--- src/rtl/hex_scroll_display_pkg.sv ---
// Shared character codes, segment constants and FSM state for the scrolling
// seven-segment message display.
package hex_scroll_display_pkg;

  localparam logic [4:0] CHAR_R = 5'd16;
  localparam logic [4:0] CHAR_D = 5'd17;
  localparam logic [4:0] CHAR_T = 5'd18;
  localparam logic [4:0] BLANK  = 5'd19;

  // Segments are active-low, ordered {dp,g,f,e,d,c,b,a}
  localparam logic [7:0] SEG_BLANK = 8'hFF;

  typedef enum logic [1:0] {
    ST_EMPTY,
    ST_STATIC,
    ST_SCROLL
  } state_t;

endpackage

--- src/rtl/hex_scroll_display_hexdriver.sv ---
// Single-digit decoder: 5-bit character code to active-low segment byte.
module hexDriver
  import hex_scroll_display_pkg::*;
(
  input  logic [4:0] code,
  output logic [7:0] seg
);

  always_comb begin
    seg = SEG_BLANK;
    case (code)
      5'd0:   seg = 8'hC0;
      5'd1:   seg = 8'hF9;
      5'd2:   seg = 8'hA4;
      5'd3:   seg = 8'hB0;
      5'd4:   seg = 8'h99;
      5'd5:   seg = 8'h92;
      5'd6:   seg = 8'h82;
      5'd7:   seg = 8'hF8;
      5'd8:   seg = 8'h80;
      5'd9:   seg = 8'h90;
      5'd10:  seg = 8'h88;
      5'd11:  seg = 8'h83;
      5'd12:  seg = 8'hC6;
      5'd13:  seg = 8'hA1;
      5'd14:  seg = 8'h86;
      5'd15:  seg = 8'h8E;
      CHAR_R: seg = 8'hAF;
      CHAR_D: seg = 8'hA1;
      CHAR_T: seg = 8'h87;
      default: seg = SEG_BLANK;
    endcase
  end

endmodule

--- src/rtl/hex_scroll_display.sv ---
// Message buffer with static / scrolling window, step prescaler and whole-
// display blink; one registered character per digit feeding a hexDriver.
module hex_scroll_display
  import hex_scroll_display_pkg::*;
#(
  parameter int NUM_DIGITS = 6,
  parameter int MSG_LEN    = 16,
  parameter int STEP_DIV   = 25_000_000,
  parameter int BLINK_DIV  = 12_500_000
)(
  input  logic                         clk,
  input  logic                         rst_n,
  input  logic                         load_valid,
  output logic                         load_ready,
  input  logic [MSG_LEN*5-1:0]         load_chars,
  input  logic [$clog2(MSG_LEN+1)-1:0] load_len,
  input  logic                         blink_en,
  input  logic                         pause,
  output logic [NUM_DIGITS*8-1:0]      hex_out,
  output logic                         scrolling,
  output logic                         wrap
);

  localparam int LW = $clog2(MSG_LEN+1);
  localparam int OW = $clog2(MSG_LEN+2*NUM_DIGITS);
  localparam int IW = (MSG_LEN > 1) ? $clog2(MSG_LEN) : 1;
  localparam int PW = $clog2(STEP_DIV+1);
  localparam int BW = $clog2(BLINK_DIV+1);

  state_t                     state_q, state_n;
  logic [LW-1:0]              len_q, len_n, len_in;
  logic [OW-1:0]              off_q, off_n, per_n;
  logic [PW-1:0]              presc_q, presc_n;
  logic [BW-1:0]              bcnt_q, bcnt_n;
  logic                       boff_q, boff_n;
  logic                       rdy_q, wrap_q, wrap_n;
  logic [MSG_LEN-1:0][4:0]    msg_q, msg_n;
  logic                       hs, step, last;

  assign hs     = load_valid && rdy_q;
  assign len_in = (load_len > LW'(MSG_LEN)) ? LW'(MSG_LEN) : load_len;
  assign step   = (state_q == ST_SCROLL) && !pause && (presc_q == PW'(STEP_DIV-1));
  assign last   = (off_q == OW'(len_q) + OW'(NUM_DIGITS-1));

  always_comb begin
    state_n = state_q;
    len_n   = len_q;
    msg_n   = msg_q;
    off_n   = off_q;
    presc_n = presc_q;
    wrap_n  = 1'b0;
    if (hs) begin
      msg_n   = load_chars;
      len_n   = len_in;
      off_n   = '0;
      presc_n = '0;
      if (len_in == '0)                          state_n = ST_EMPTY;
      else if (OW'(len_in) <= OW'(NUM_DIGITS))   state_n = ST_STATIC;
      else                                       state_n = ST_SCROLL;
    end else if (state_q == ST_SCROLL && !pause) begin
      presc_n = step ? '0 : presc_q + PW'(1);
      if (step) begin
        off_n  = last ? '0 : off_q + OW'(1);
        wrap_n = last;
      end
    end
  end

  always_comb begin
    bcnt_n = '0;
    boff_n = 1'b0;
    if (blink_en) begin
      bcnt_n = (bcnt_q == BW'(BLINK_DIV-1)) ? '0 : bcnt_q + BW'(1);
      boff_n = (bcnt_q == BW'(BLINK_DIV-1)) ? !boff_q : boff_q;
    end
  end

  always_ff @(posedge clk) begin
    if (!rst_n) begin
      state_q <= ST_EMPTY;
      len_q   <= '0;
      msg_q   <= {MSG_LEN{BLANK}};
      off_q   <= '0;
      presc_q <= '0;
      bcnt_q  <= '0;
      boff_q  <= 1'b0;
      rdy_q   <= 1'b0;
      wrap_q  <= 1'b0;
    end else begin
      state_q <= state_n;
      len_q   <= len_n;
      msg_q   <= msg_n;
      off_q   <= off_n;
      presc_q <= presc_n;
      bcnt_q  <= bcnt_n;
      boff_q  <= boff_n;
      rdy_q   <= 1'b1;
      wrap_q  <= wrap_n;
    end
  end

  // Window is computed from next-cycle values so the registered characters
  // track a handshake or step with no extra latency.
  assign per_n = OW'(len_n) + OW'(NUM_DIGITS);

  for (genvar d = 0; d < NUM_DIGITS; d++) begin : g_dig
    logic [OW-1:0] sum, idx;
    logic [4:0]    ch_n, ch_q;

    always_comb begin
      sum  = off_n + OW'(NUM_DIGITS-1-d);
      idx  = (sum >= per_n) ? sum - per_n : sum;
      ch_n = BLANK;
      if (!boff_n && idx < OW'(len_n)) ch_n = msg_n[idx[IW-1:0]];
    end

    always_ff @(posedge clk) begin
      if (!rst_n) ch_q <= BLANK;
      else        ch_q <= ch_n;
    end

    hexDriver u_hex (
      .code (ch_q),
      .seg  (hex_out[d*8 +: 8])
    );
  end

  assign load_ready = rdy_q;
  assign scrolling  = (state_q == ST_SCROLL);
  assign wrap       = wrap_q;

endmodule

--- config.mk ---
export PLATFORM = sky130hd
export DESIGN_NAME = hex_scroll_display
export DESIGN_NICKNAME = d
export VERILOG_FILES = /design/src/rtl/hex_scroll_display_pkg.sv /design/src/rtl/hex_scroll_display_hexdriver.sv /design/src/rtl/hex_scroll_display.sv
export SDC_FILE = /design/constraint.sdc
export NUM_CORES = 1
export LEC_CHECK = 0
export ABC_AREA = 1
export CAP_MARGIN = 20
export CORE_MARGIN = 3
export CORE_UTILIZATION = 55
export DETAILED_ROUTE_END_ITERATION = 8
export HOLD_SLACK_MARGIN = 0.05
export PLACE_DENSITY = 0.83
export SLEW_MARGIN = 0
export SYNTH_ARGS = -nofsm -noshare
export SYNTH_HDL_FRONTEND = slang
export SYNTH_SLANG_ARGS = --single-unit
--- constraint.sdc ---
create_clock -name clk -period 10.7 [get_ports clk]
set_input_delay 2.14 -clock clk [delete_from_list [all_inputs] [get_ports clk]]
set_output_delay 2.14 -clock clk [all_outputs]
set_load 0.02 [all_outputs]
==> flow_summary_export.csv <==
group,metric,value,unit
run_status,outcome,"finished, violations left",
run_status,violations,"DRC",
setup_path,startpoint_type,"primary input",
floorplanning,die_height,175,um
pwr,p_leak,7.52,nW
clock_network,cts.repair.resized,0,
cells_and_area,nFillCells,2557,
setup_path,cp_common_cell,"nand2_1",
min_path,hold_end,"bcnt_q[0]",
yosys,avgSynthCellArea,6.35,um^2
cells_and_area,multi_input_area,10400,um^2
pwr,p_per_area,126,nW/um^2
yosys,synthCells,2461,
drt,antenna_left,0,
global_route,grt_pass1_wl,82100,um
sta,hold_viol,0,
clock_network,clock_path_buffers,2,
cells_and_area,drive_gt1_share,8.58,%
min_path,min_path_cells,1,
sta,rsz0062_at_grt,"no",
clock_network,clk_latency,450,ps
drt,routed_wl,51700,um
yosys,synth_edf_count,0,
cells_and_area,regArea,3720,um^2
drt,drc,1,
place,placed_cell_area,17100,um^2
drt,dr.pass1.iters,9,
run,drv_cap,0,
yosys,async_flop_share,0,%
place,place.port_buffers,134,
setup_path,crit_slowest_cell,"o21ai_2",
floorplanning,core_area,27900,um^2
yosys,synth_top_area_share,23.8,%
clock_network,path_clk_slew,70,ps
yosys,yosysTopAreaCell,"dfxtp_1",
min_path,hp-start,"bcnt_q[0]",
setup_path,r2r-start,"presc_q[0]",
place,gp_congestion,1.02,
floorplanning,die_area,30500,um^2
cells_and_area,finalNetCount,2714,
floorplanning,start_util,56.1,%
clock_network,cts_tree,"done",
min_path,hold_path_class,"reg2reg",
global_route,grt_use_total,33.0,%
floorplanning,num_rows,61,
setup_path,rrSetupSlack,3110,ps
clock_network,postCtsSetupBuffers,0,
setup_path,critPathCaptureType,"flip-flop",
clock_network,root_buffer,"clkbuf_16",
global_route,grt_pass1_vias,15900,
setup_path,worstSetupPathType,"in2reg",
clock_network,cts_sinks,186,
yosys,synth.distinct_cells,58,
setup_path,r2r-end,"g_dig[4].u_hex.seg[6]",
floorplanning,ioPinCount,141,
setup_path,cpPeakStageDelay,770,ps
place,dp_hpwl,37900,um
setup_path,worstPathRequired,11040,ps
global_route,antenna_found_initial,0,
setup_path,worstPathMaxFanout,24,
global_route,grt_max_degree,70,
setup_path,r2r_cells,29,
sta,slew_violations,0,
setup_path,critPathArrivalTime,9540,ps
clock_network,cts-htree-levels,4,
setup_path,critPathTopFamily,"compound AO/OA/AOI/OAI gates",
drt,drtIter0Drc,2266,
yosys,synth_top_cells_by_area,"dfxtp_1 (24%), nand2_1 (12%), nand3_1 (10%)",
clock_network,hold_buffers,0,
yosys,synthFlopType,"dfxtp_1",
drt,num_vias,17400,
sta,worst_pin_slew,1120,ps
yosys,syn-cell-area,15600,um^2
drt,via_per_inst,5.95,
global_route,grt_overflow,0,
sta,final.setup_skew,17.2,ps
cells_and_area,antennaDiodeCount,0,
cells_and_area,design_area,17700,um^2
yosys,synth_seq_cells,186,
clock_network,numCtsBuffers,17,
pwr,power,2.23,mW
pwr,ir_drop,0.122,mV
sta,max_freq,109,MHz
yosys,ys_seq_area_share,23.8,%
yosys,ys_warn_count,0,
cells_and_area,areaGrowthSynthToFinish,13.1,%
sta,finalSetupViolCount,0,
sta,period_share,86.0,%
setup_path,path_buf_inv,4,
sta,finalCriticalPeriod,9200,ps
sta,max_slew_margin,24.6,%
sta,totalNegativeSetupSlack,0,ps
drt,wl_per_cell,17.7,um
floorplanning,die_w,175,um
==> registers in the layout (all words and copies together) (netlist names) <==
name / count
g_dig.u_hex.seg: 42
load_ready: 1
msg_q: 80
bcnt_q: 24
wrap: 1
len_q: 5
presc_q: 25
off_q: 5
boff_q: 1
state_q: 2
==> how the worst max path moves through the flow <==
stage,start,endpoint,slack [ps],depth (start not counted)
finish,pause,g_dig[4].u_hex.seg[6],1500,29
global route,pause,g_dig[4].u_hex.seg[4],1060,31
CTS,pause,g_dig[4].u_hex.seg[6],1770,29
detailed placement,pause,g_dig[4].u_hex.seg[6],1350,29
global placement,load_valid,g_dig[5].u_hex.seg[5],1720,32
floorplan,load_valid,g_dig[0].u_hex.seg[6],2250,30
==> layout by cell type, fill, tap and decap left out, drive strengths merged, types with 2 or more instances in the layout <==
cell type | netlist | layout
a211o | 3 | 3
xnor2 | 17 | 17
nor3 | 36 | 36
a21boi | 2 | 2
clkinv | 6 | 9
clkinvlp | 0 | 4
buf | 62 | 31
conb | 1 | 6
fa | 4 | 4
nand3 | 324 | 324
nand2 | 527 | 527
clkbuf | 59 | 21
o21ai | 286 | 286
o211ai | 70 | 70
nor3b | 5 | 5
or2 | 60 | 60
o21bai | 3 | 3
a221oi | 2 | 2
mux2i | 23 | 23
inv | 251 | 254
o22ai | 4 | 4
and3 | 3 | 3
dfxtp | 186 | 186
o21a | 10 | 10
a31oi | 8 | 8
a21oi | 193 | 193
nor4 | 4 | 4
clkdlybuf4s50 | 0 | 133
xor2 | 23 | 23
ha | 92 | 92
o31ai | 5 | 5
nor2 | 173 | 173
nand4 | 10 | 10
==> report_power, final <==
group | leakage, nW | switching, mW | internal (mW)
clock network | 0.268 | 0.297 | 0.337
logic | 5.73 | 0.538 | 0.297
registers | 1.52 | 0.0157 | 0.749
==> per-stage QoR <==
| stage | setup WS (ps) | util [%] | hold slack, ps | instances |
|---|---|---|---|---|
| global route | 1060 | 63.4 | 483 | 2919 |
| finish | 1500 | 63.4 | 452 | 2919 |
| global placement | 1720 | 61.4 | 428 | 2887 |
| CTS | 1770 | 63.4 | 454 | 2919 |
| floorplan | 2250 | - | 418 | 2466 |
| detailed placement | 1350 | 61.4 | 442 | 2887 |
==> worst reg2reg max path, delay by kind of cell, from the launching register on <==
family	cells	cell delay, ps
DFF	1	380
buffers and inverters	3	1140
xor gates and xnor gates	1	320
and+or+nand+nor	11	1700
AOI/OAI and AO/OA	9	2380
adders and majority gates	5	1580
==> logic make-up (layout without fill, tap and decap cells) <==
family / Yosys count / count (layout) / share of synthesized area [%]
DFF: 186 / 186 / 23.8
xor gates and xnor gates: 40 / 40 / 2.24
other: 1 / 6 / 0.0240
AOI/OAI and AO/OA: 593 / 593 / 21.2
buffers and inverters: 378 / 453 / 10.0
and+or+nand+nor: 1144 / 1144 / 33.3
muxes: 23 / 23 / 1.47
adders and majority gates: 96 / 96 / 7.88
==> synthesized netlist by cell type, types with 6 or more instances <==
| master | n |
|---|---|
| ha_1 | 92 |
| a21oi_1 | 190 |
| xor2_1 | 23 |
| mux2i_1 | 23 |
| inv_2 | 30 |
| nand3_1 | 311 |
| inv_1 | 219 |
| or2_2 | 60 |
| nor3_1 | 36 |
| nand3_2 | 10 |
| nor2_2 | 12 |
| o211ai_1 | 69 |
| clkbuf_1 | 59 |
| buf_2 | 40 |
| clkinv_1 | 6 |
| o21ai_1 | 28 |
| o21ai_0 | 250 |
| o21a_1 | 10 |
| nand4_1 | 10 |
| o21ai_2 | 7 |
| nand2_2 | 14 |
| nand2_1 | 508 |
| xnor2_1 | 17 |
| nor2_1 | 157 |
| buf_4 | 14 |
| dfxtp_1 | 186 |
| a31oi_1 | 8 |
==> per-layer routing <==
metal  part of all wire [%]  global-route usage (%)  vias up  routed length [um]
met5                      0                   0.641        -                   0
met4                    3.3                    12.3        0                1730
met3                     11                    7.91      156                5470
met2                     43                    51.2      964               22200
met1                     43                    44.5     7855               22200
li1                       -                       -     8393                   -
==> area by class of cell <==
| cell class | count | area share (%) |
|---|---|---|
| clock buffers | 21 | 2.61 |
| clock inverters | 11 | 0.630 |
| inverters | 257 | 5.49 |
| multi-input cells | 1902 | 58.7 |
| flip-flops and latches | 186 | 21.1 |
| well taps | 378 | 2.68 |
| repair buffers | 164 | 8.84 |
(Power assumes the default switching activity.)
